$ cat src/rtl/btn_conditioner.sv
// btn_conditioner: two-channel push-button synchroniser, debouncer and press-pulse generator
//   clk        system clock
//   reset      asynchronous active-high reset
//   btn_a_raw  raw button A (asynchronous, may bounce)
//   btn_b_raw  raw button B (asynchronous, may bounce)
//   a_level    debounced level of A
//   b_level    debounced level of B
//   a_pulse    one-cycle pulse on each accepted press of A
//   b_pulse    one-cycle pulse on each accepted press of B
module btn_conditioner #(
  parameter int SYNC_STAGES     = 2,
  parameter int DEBOUNCE_CYCLES = 16
) (
  input  logic clk,
  input  logic reset,
  input  logic btn_a_raw,
  input  logic btn_b_raw,
  output logic a_level,
  output logic b_level,
  output logic a_pulse,
  output logic b_pulse
);
  localparam int CW = $clog2(DEBOUNCE_CYCLES);
  localparam logic [CW-1:0] LAST = CW'(DEBOUNCE_CYCLES - 1);
  typedef enum logic [1:0] {IDLE, PRESS_WAIT, PRESSED, RELEASE_WAIT} state_t;
  logic [1:0] raw;
  logic [1:0] level;
  logic [1:0] pulse;
  assign raw = {btn_b_raw, btn_a_raw};
  for (genvar c = 0; c < 2; c++) begin : g_ch
    logic [SYNC_STAGES-1:0] sync_q;
    logic sync;
    logic lvl;
    logic pls;
    state_t state;
    logic [CW-1:0] cnt;
    assign sync = sync_q[SYNC_STAGES-1];
    // cnt holds how many consecutive samples have disagreed with the accepted level
    always_ff @(posedge clk or posedge reset) begin
      if (reset) begin
        sync_q <= '0;
        state  <= IDLE;
        cnt    <= '0;
        lvl    <= 1'b0;
        pls    <= 1'b0;
      end else begin
        sync_q <= {sync_q[SYNC_STAGES-2:0], raw[c]};
        pls    <= 1'b0;
        case (state)
          IDLE: begin
            state <= sync ? PRESS_WAIT : IDLE;
            cnt   <= sync ? CW'(1) : '0;
          end
          PRESS_WAIT:
            if (!sync) begin
              state <= IDLE;
              cnt   <= '0;
            end else if (cnt == LAST) begin
              state <= PRESSED;
              cnt   <= '0;
              lvl   <= 1'b1;
              pls   <= 1'b1;
            end else
              cnt <= cnt + 1'b1;
          PRESSED:
            if (!sync) begin
              state <= RELEASE_WAIT;
              cnt   <= CW'(1);
            end
          RELEASE_WAIT:
            if (sync) begin
              state <= PRESSED;
              cnt   <= '0;
            end else if (cnt == LAST) begin
              state <= IDLE;
              cnt   <= '0;
              lvl   <= 1'b0;
            end else
              cnt <= cnt + 1'b1;
          default: begin
            state <= IDLE;
            cnt   <= '0;
            lvl   <= 1'b0;
          end
        endcase
      end
    end
    assign level[c] = lvl;
    assign pulse[c] = pls;
  end
  assign a_level = level[0];
  assign b_level = level[1];
  assign a_pulse = pulse[0];
  assign b_pulse = pulse[1];
endmodule

$ cat config.mk
export PLATFORM = sky130hd
export DESIGN_NAME = btn_conditioner
export DESIGN_NICKNAME = d
export VERILOG_FILES = /design/src/rtl/btn_conditioner.sv
export SDC_FILE = /design/constraint.sdc
export NUM_CORES = 1
export LEC_CHECK = 0
export ABC_AREA = 1
export ABC_CLOCK_PERIOD_IN_PS = 1580
export CAP_MARGIN = 20
export CELL_PAD_IN_SITES_DETAIL_PLACEMENT = 0
export CELL_PAD_IN_SITES_GLOBAL_PLACEMENT = 1
export CORE_ASPECT_RATIO = 1.4
export CORE_MARGIN = 2
export CORE_UTILIZATION = 41
export DETAILED_ROUTE_END_ITERATION = 16
export PLACE_DENSITY_LB_ADDON = 0.3
export SYNTH_ARGS = -nofsm -noshare
export SYNTH_HDL_FRONTEND = slang
export SYNTH_SLANG_ARGS = --single-unit
$ cat constraint.sdc
create_clock -name clk -period 1.58 [get_ports clk]
set_clock_uncertainty 0.15 [all_clocks]
set_input_delay 0.395 -clock clk [delete_from_list [all_inputs] [get_ports clk]]
set_output_delay 0.395 -clock clk [all_outputs]
set_load 0.01 [all_outputs]
==> results of run 1 <==
[cell type report]
type                    count  area, um2
clock buffers               4       36.3
repair buffers              8       72.6
fillers                   195       1080
well taps                  22       27.5
inverters                  18       67.6
multi-input cells          64        338
flip-flops and latches     20        500
[cell families after synthesis]
family	share of synthesized area, %
flops	55.2
fa+ha+maj	2.76
buf+inv	7.46
simple gates	26.5
compound gates	8.01
[registers in the layout (all words and copies together), names as in the netlist, named ones only]
signal	flops
g_ch.sync_q	4
b_pulse	1
g_ch.state	2
a_level	1
g_ch.cnt	8
a_pulse	1
b_level	1
[power by group]
group / total (uW) / internal (uW) / switching [uW]
Combinational: 55.7 / 22.5 / 33.2
Sequential: 542 / 527 / 15.3
Clock: 298 / 141 / 158
Total: 896 / 690 / 206
[through the flow]
| step | power (uW) | cells |
|---|---|---|
| final | 896 | 136 |
| after global routing | 941 | 136 |
| after CTS | 915 | 136 |
| after detailed placement | 609 | 132 |
| after global placement | 606 | 132 |
| after floorplan | 587 | 102 |
[final timing paths]
| kind | cells after the start | slack (ns) | startpoint | to |
|---|---|---|---|---|
| max | 1 | 0.06 | b_level | b_level |
| min | 0 | 0.22 | g_ch[1].sync_q[0] | g_ch[1].sync_q[1] |
| max reg2reg | 6 | 0.22 | g_ch[1].cnt[0] | register |
| min reg2reg | 0 | 0.22 | g_ch[1].sync_q[0] | g_ch[1].sync_q[1] |
| max in group asynchronous | 3 | 0.82 | reset | g_ch[0].cnt[1] |
| min in group asynchronous | 3 | 0.24 | reset | b_pulse |
[per-layer routing]
| layer | GRT usage [%] | up-vias | part of all wire (%) |
|---|---|---|---|
| met1 | 17.1 | 311 | 46 |
| li1 | - | 348 | - |
| met2 | 23.1 | 11 | 47 |
| met5 | 0 | - | 0 |
| met3 | 2.44 | 5 | 3.4 |
| met4 | 10.4 | 0 | 3.0 |
[layout by cell type, fill, tap and decap left out]
master	instances
clkbuf_4	3
nor2_1	3
nand4_1	3
nor2_2	1
buf_4	1
nand3_2	1
ha_1	2
clkbuf_8	1
nor2_4	2
dlygate4sd2_1	4
nand3_1	8
o21ai_1	4
nand2_1	25
a21oi_1	4
inv_2	1
o21ai_0	2
dfrtp_1	20
inv_1	17
nand2_2	6
clkdlybuf4s50_1	3
a21boi_1	1
a21oi_2	1
o22ai_1	1
==> run metrics, run 1 <==
DRT Pass-1 Iters=4; min cycle time layout=1.52 ns; Post-synth EDFFs=0; RSZ-0062 raised after global routing=no; mapped cell area=906 um2; nets@finish=121; Post-Syn Instances=102; top cell type's share of synthesized area=55.2%; WL per Instance=11.1 um; slowest cell delay on critical path=0.39 ns; Post-CTS Hold Buffers=0; input/output buffers=7; share of layout cells above drive strength 1=14.9%; io pins=8; syn nets=108; post-CTS sizing=4; Reg clk slew, reported paths=0.11 ns; vias=675; Hold WC Path Type=reg2reg; Total GRT Usage=14.4%; kind of critical path=reg2out; P_leak=0.000539 uW; Setup Viol. Count Final=0; total routed wirelength=1510 um; vias per cell=4.96; CP bufs+invs=1; DR iter-0 viols=11; final hold vios=0; Detail Route Antenna Nets=0; height of the die=59.6 um; grt ovf=0; Slew @ Worst Pin=0.258 ns; worst path arrival time=0.98 ns; Crit path max-delay family=flip-flops; row count=20; WP data required=1.03 ns; Diodes inserted=0; ranking of synthesized cells by area=dfrtp_1 55%, nand2_1 10%, inv_1 7.0%, nand3_1 4.4%, nand2_2 4.1%; Post-Syn Area per Cell=8.88 um2; async set-reset flop share out of synthesis=100%; placed cell area=0.00101 mm2; htree depth=1; sequential area share after synthesis=55.2%; die area=0.00261 mm2; clk_lat worst skew=0.30 ns; root buf cell=clkbuf_4; top post-synthesis cells by count=25 x nand2_1, 20 x dfrtp_1, 17 x inv_1; Residual DRC=0; pwr/cell area=860 mW/mm2; synth unique cells=18; top-count cell post-synth=nand2_1; initial antenna violation count=0; Worst Setup End Kind=output port; crit-path max FO=2; Slew headroom=82.8%; final core occ=49.0%; Max Cap Viol=0; status=completed; CTS tree=done; DP HPWL=1130 um; Synth Warn #=0; first-pass GRT wire length=2750 um; CTS buffer count=3; Max clock buf depth=2; Pins Over Slew Limit=0; Peak VDD IR=0.537 mV; final instance area=0.00104 mm2; cell taking the most area after synthesis=dfrtp_1; worst hold slack=0.222 ns; Setup crit start kind=register; Core ar.=0.00213 mm2; max frequency=658 MHz; post-route setup slack=0.0591 ns; fin crit share=96.3%; setup bufs post-CTS=0; worst-path cell chain=dlygate4sd2_1; main flop type after synthesis=dfrtp_1; Worst path slowest cell=dfrtp_1; vias in the first global route=664; CTS Sinks=20; Place WS=0.175 ns; routability congestion estimate=0.759; setup tns final=0 ns; largest net degree at the start of global routing=21; Area Overhead vs Synth=15.1%; Die X=43.7 um; starting density of the core=42.6%; flops & latches, synth=20
Power figures use the tool's default switching activity.
==> run 2: changes to the inputs <==
--- a/config.mk
+++ b/config.mk
@@ -15,6 +15,7 @@
 export CORE_UTILIZATION = 41
 export DETAILED_ROUTE_END_ITERATION = 16
 export PLACE_DENSITY_LB_ADDON = 0.3
+export SETUP_SLACK_MARGIN = 0.4
 export SYNTH_ARGS = -nofsm -noshare
 export SYNTH_HDL_FRONTEND = slang
 export SYNTH_SLANG_ARGS = --single-unit
==> run 2 against run 1 <==
Compared with the run above:
- final cell count grew 15%
- fmax is 11% higher
- design area up 27%
- core utilization is 13 points higher
- critical endpoint is now a_level
- first-iteration DRC count grew 27%
- worst setup slack better by 0.15 ns
- critical path type unchanged
==> run metrics, run 2 (synthesis results as in run 1) <==
status=completed (unchanged); Reg2Reg Setup Slack=0.25 ns (was 0.22 ns); CTS buffer count=3 (unchanged); Area Overhead vs Synth=46.3% (was 15.1%); Filler cells=190 (was 195); pwr/cell area=796 mW/mm2 (was 860 mW/mm2); Diodes inserted=0 (unchanged); Die X=43.7 um (unchanged); input/output buffers=7 (unchanged); row count=20 (unchanged); height of the die=59.6 um (unchanged); Setup Viol. Count Final=0 (unchanged); Post-CTS Hold Buffers=0 (unchanged); DR iter-0 viols=14 (was 11); Max Cap Viol=0 (unchanged); fin crit share=86.6% (was 96.3%); clk_lat worst skew=0.30 ns (about the same); Reg clk slew, reported paths=0.11 ns (about the same); Hold WC Path Type=reg2reg (unchanged); Core ar.=0.00213 mm2 (unchanged); Setup crit start kind=register (unchanged); met3 Use GR=3.05% (was 2.44%); commonest non-fill, non-tap cells in the layout=18 x dfrtp_1, 17 x nand2_1, 15 x buf_4, 10 x nand2_2, 10 x inv_1 (was 25 x nand2_1, 20 x dfrtp_1, 17 x inv_1, 8 x nand3_1, 6 x nand2_2); max frequency=731 MHz (was 658 MHz); min cycle time layout=1.37 ns (was 1.52 ns); Slew headroom=83.4% (was 82.8%); final hold vios=0 (unchanged); starting density of the core=42.6% (unchanged); initial antenna violation count=0 (unchanged); most common library cell in the layout ignoring fill and taps=dfrtp_1 (was nand2_1); slowest cell delay on critical path=0.39 ns (about the same); RSZ-0062 raised after global routing=yes (was no); met2 Use GR=26.5% (was 23.1%); vias=747 (was 675); Pins Over Slew Limit=0 (unchanged); internal power=835 uW (was 690 uW); total routed wirelength=1720 um (was 1510 um); Largest register FFs=8 (unchanged); htree depth=1 (unchanged); Peak VDD IR=0.771 mV (was 0.537 mV); final core occ=62.3% (was 49.0%); share of layout cells above drive strength 1=50.7% (was 14.9%); worst hold stages=0 (unchanged); WP data required=1.03 ns (about the same); worst reg-to-reg path cell count=7 (was 6); Critical Path Stages=1 (unchanged); setup tns final=0 ns (unchanged); CP bufs+invs=1 (unchanged); largest net degree at the start of global routing=21 (unchanged); placed cell area=0.00102 mm2 (was 0.00101 mm2); CTS tree=done (unchanged); Worst Setup End Kind=output port (unchanged); grt ovf=0 (unchanged); clock share of power=38.9% (was 33.3%); DP HPWL=1070 um (was 1130 um); switching share of total power=20.8% (was 23.0%); DRT Pass-1 Iters=4 (unchanged); Top reg by flops=g_ch.cnt (unchanged); worst-path cell chain=buf_2 (was dlygate4sd2_1); Detail Route Antenna Nets=0 (unchanged); final instance area=0.00133 mm2 (was 0.00104 mm2); sequential power share=51.3% (was 60.5%); busiest layer in global routing=met2 (unchanged); routability congestion estimate=0.731 (was 0.759); Max clock buf depth=2 (unchanged); die area=0.00261 mm2 (unchanged); first-pass GRT wire length=3070 um (was 2750 um); vias in the first global route=762 (was 664); met1 Use GR=19.4% (was 17.1%); nets@finish=141 (was 121); vias per cell=4.79 (was 4.96); Worst path slowest cell=dfrtp_1 (unchanged); WL per Instance=11.0 um (was 11.1 um); Slew @ Worst Pin=0.249 ns (was 0.258 ns); CTS Sinks=20 (unchanged); io pins=8 (unchanged); Residual DRC=0 (unchanged); largest registers=g_ch.cnt (8), g_ch.sync_q (4), g_ch.state (2) (unchanged); Crit path max-delay family=flip-flops (unchanged); Total GRT Usage=15.7% (was 14.4%); power share of the combinational group=9.7% (was 6.2%); worst path arrival time=0.82 ns (was 0.98 ns); P_leak=0.000664 uW (was 0.000539 uW); kind of critical path=reg2out (unchanged); Net Sw Power=219 uW (was 206 uW); root buf cell=clkbuf_4 (unchanged); crit-path max FO=2 (unchanged)
[run 2: cell type report]
cell class              instances  area (um2)  area share [%]
clock inverters                 1        30.0            2.27
clock buffers                   3        22.5            1.70
repair buffers                 28         236            17.8
inverters                      18        67.6            5.10
well taps                      22        27.5            2.08
flip-flops and latches         20         503            38.0
multi-input cells              64         438            33.1
[run 2: per-stage QoR]
stage                     hold WS (ns)  power (uW)  instances  worst slack (ns)
final                            0.212        1050        156             0.212
after global routing             0.231        1110        156             0.161
after CTS                        0.215        1040        143             0.197
after detailed placement         0.186         610        132             0.182
after global placement           0.182         607        132             0.172
after floorplan                  0.181         588        102             0.354
[run 2: power groups by stage]
stage	Clock (uW)	Combinational (uW)	Sequential, uW
5_1_grt	448	117	544
3_5_place_dp	0	59.2	551
4_1_cts	424	77.5	538
2_1_floorplan	0	40.1	548
6_report	411	102	541
3_3_place_gp	0	56.1	551
[run 2: final timing paths]
path                                   start           endpoint
min in group asynchronous              reset  g_ch[1].sync_q[0]
hold reg to reg            g_ch[0].sync_q[0]  g_ch[0].sync_q[1]
max in group asynchronous              reset          async pin
setup reg to reg              g_ch[0].cnt[0]            a_level
hold / removal             g_ch[0].sync_q[0]  g_ch[0].sync_q[1]
setup / recovery                     a_level            a_level
[run 2: timing repair]
| action | CTS | global route |
|---|---|---|
| setup endpoints to repair | 17 | 19 |
| endpoints found under the hold margin | 0 | 0 |
| pin swaps | 3 | 11 |
| resized for setup | 21 | 33 |
| setup buffers | 7 | 13 |
[run 2: metal layers]
metal,vias to the layer above,share of wire [%],wire length [um]
li1,387,-,-
met1,344,44,760
met2,12,51,873
met3,4,3.2,55
met4,0,1.8,31
met5,-,0,0
==> run 3: changes to the inputs <==
--- a/config.mk
+++ b/config.mk
@@ -13,6 +13,7 @@
 export CORE_ASPECT_RATIO = 1.4
 export CORE_MARGIN = 2
 export CORE_UTILIZATION = 41
+export CTS_CLUSTER_SIZE = 25
 export DETAILED_ROUTE_END_ITERATION = 16
 export PLACE_DENSITY_LB_ADDON = 0.3
 export SETUP_SLACK_MARGIN = 0.4
==> results of run 3 <==
The final DEF is identical to that of run 2; final timing and power are the same.
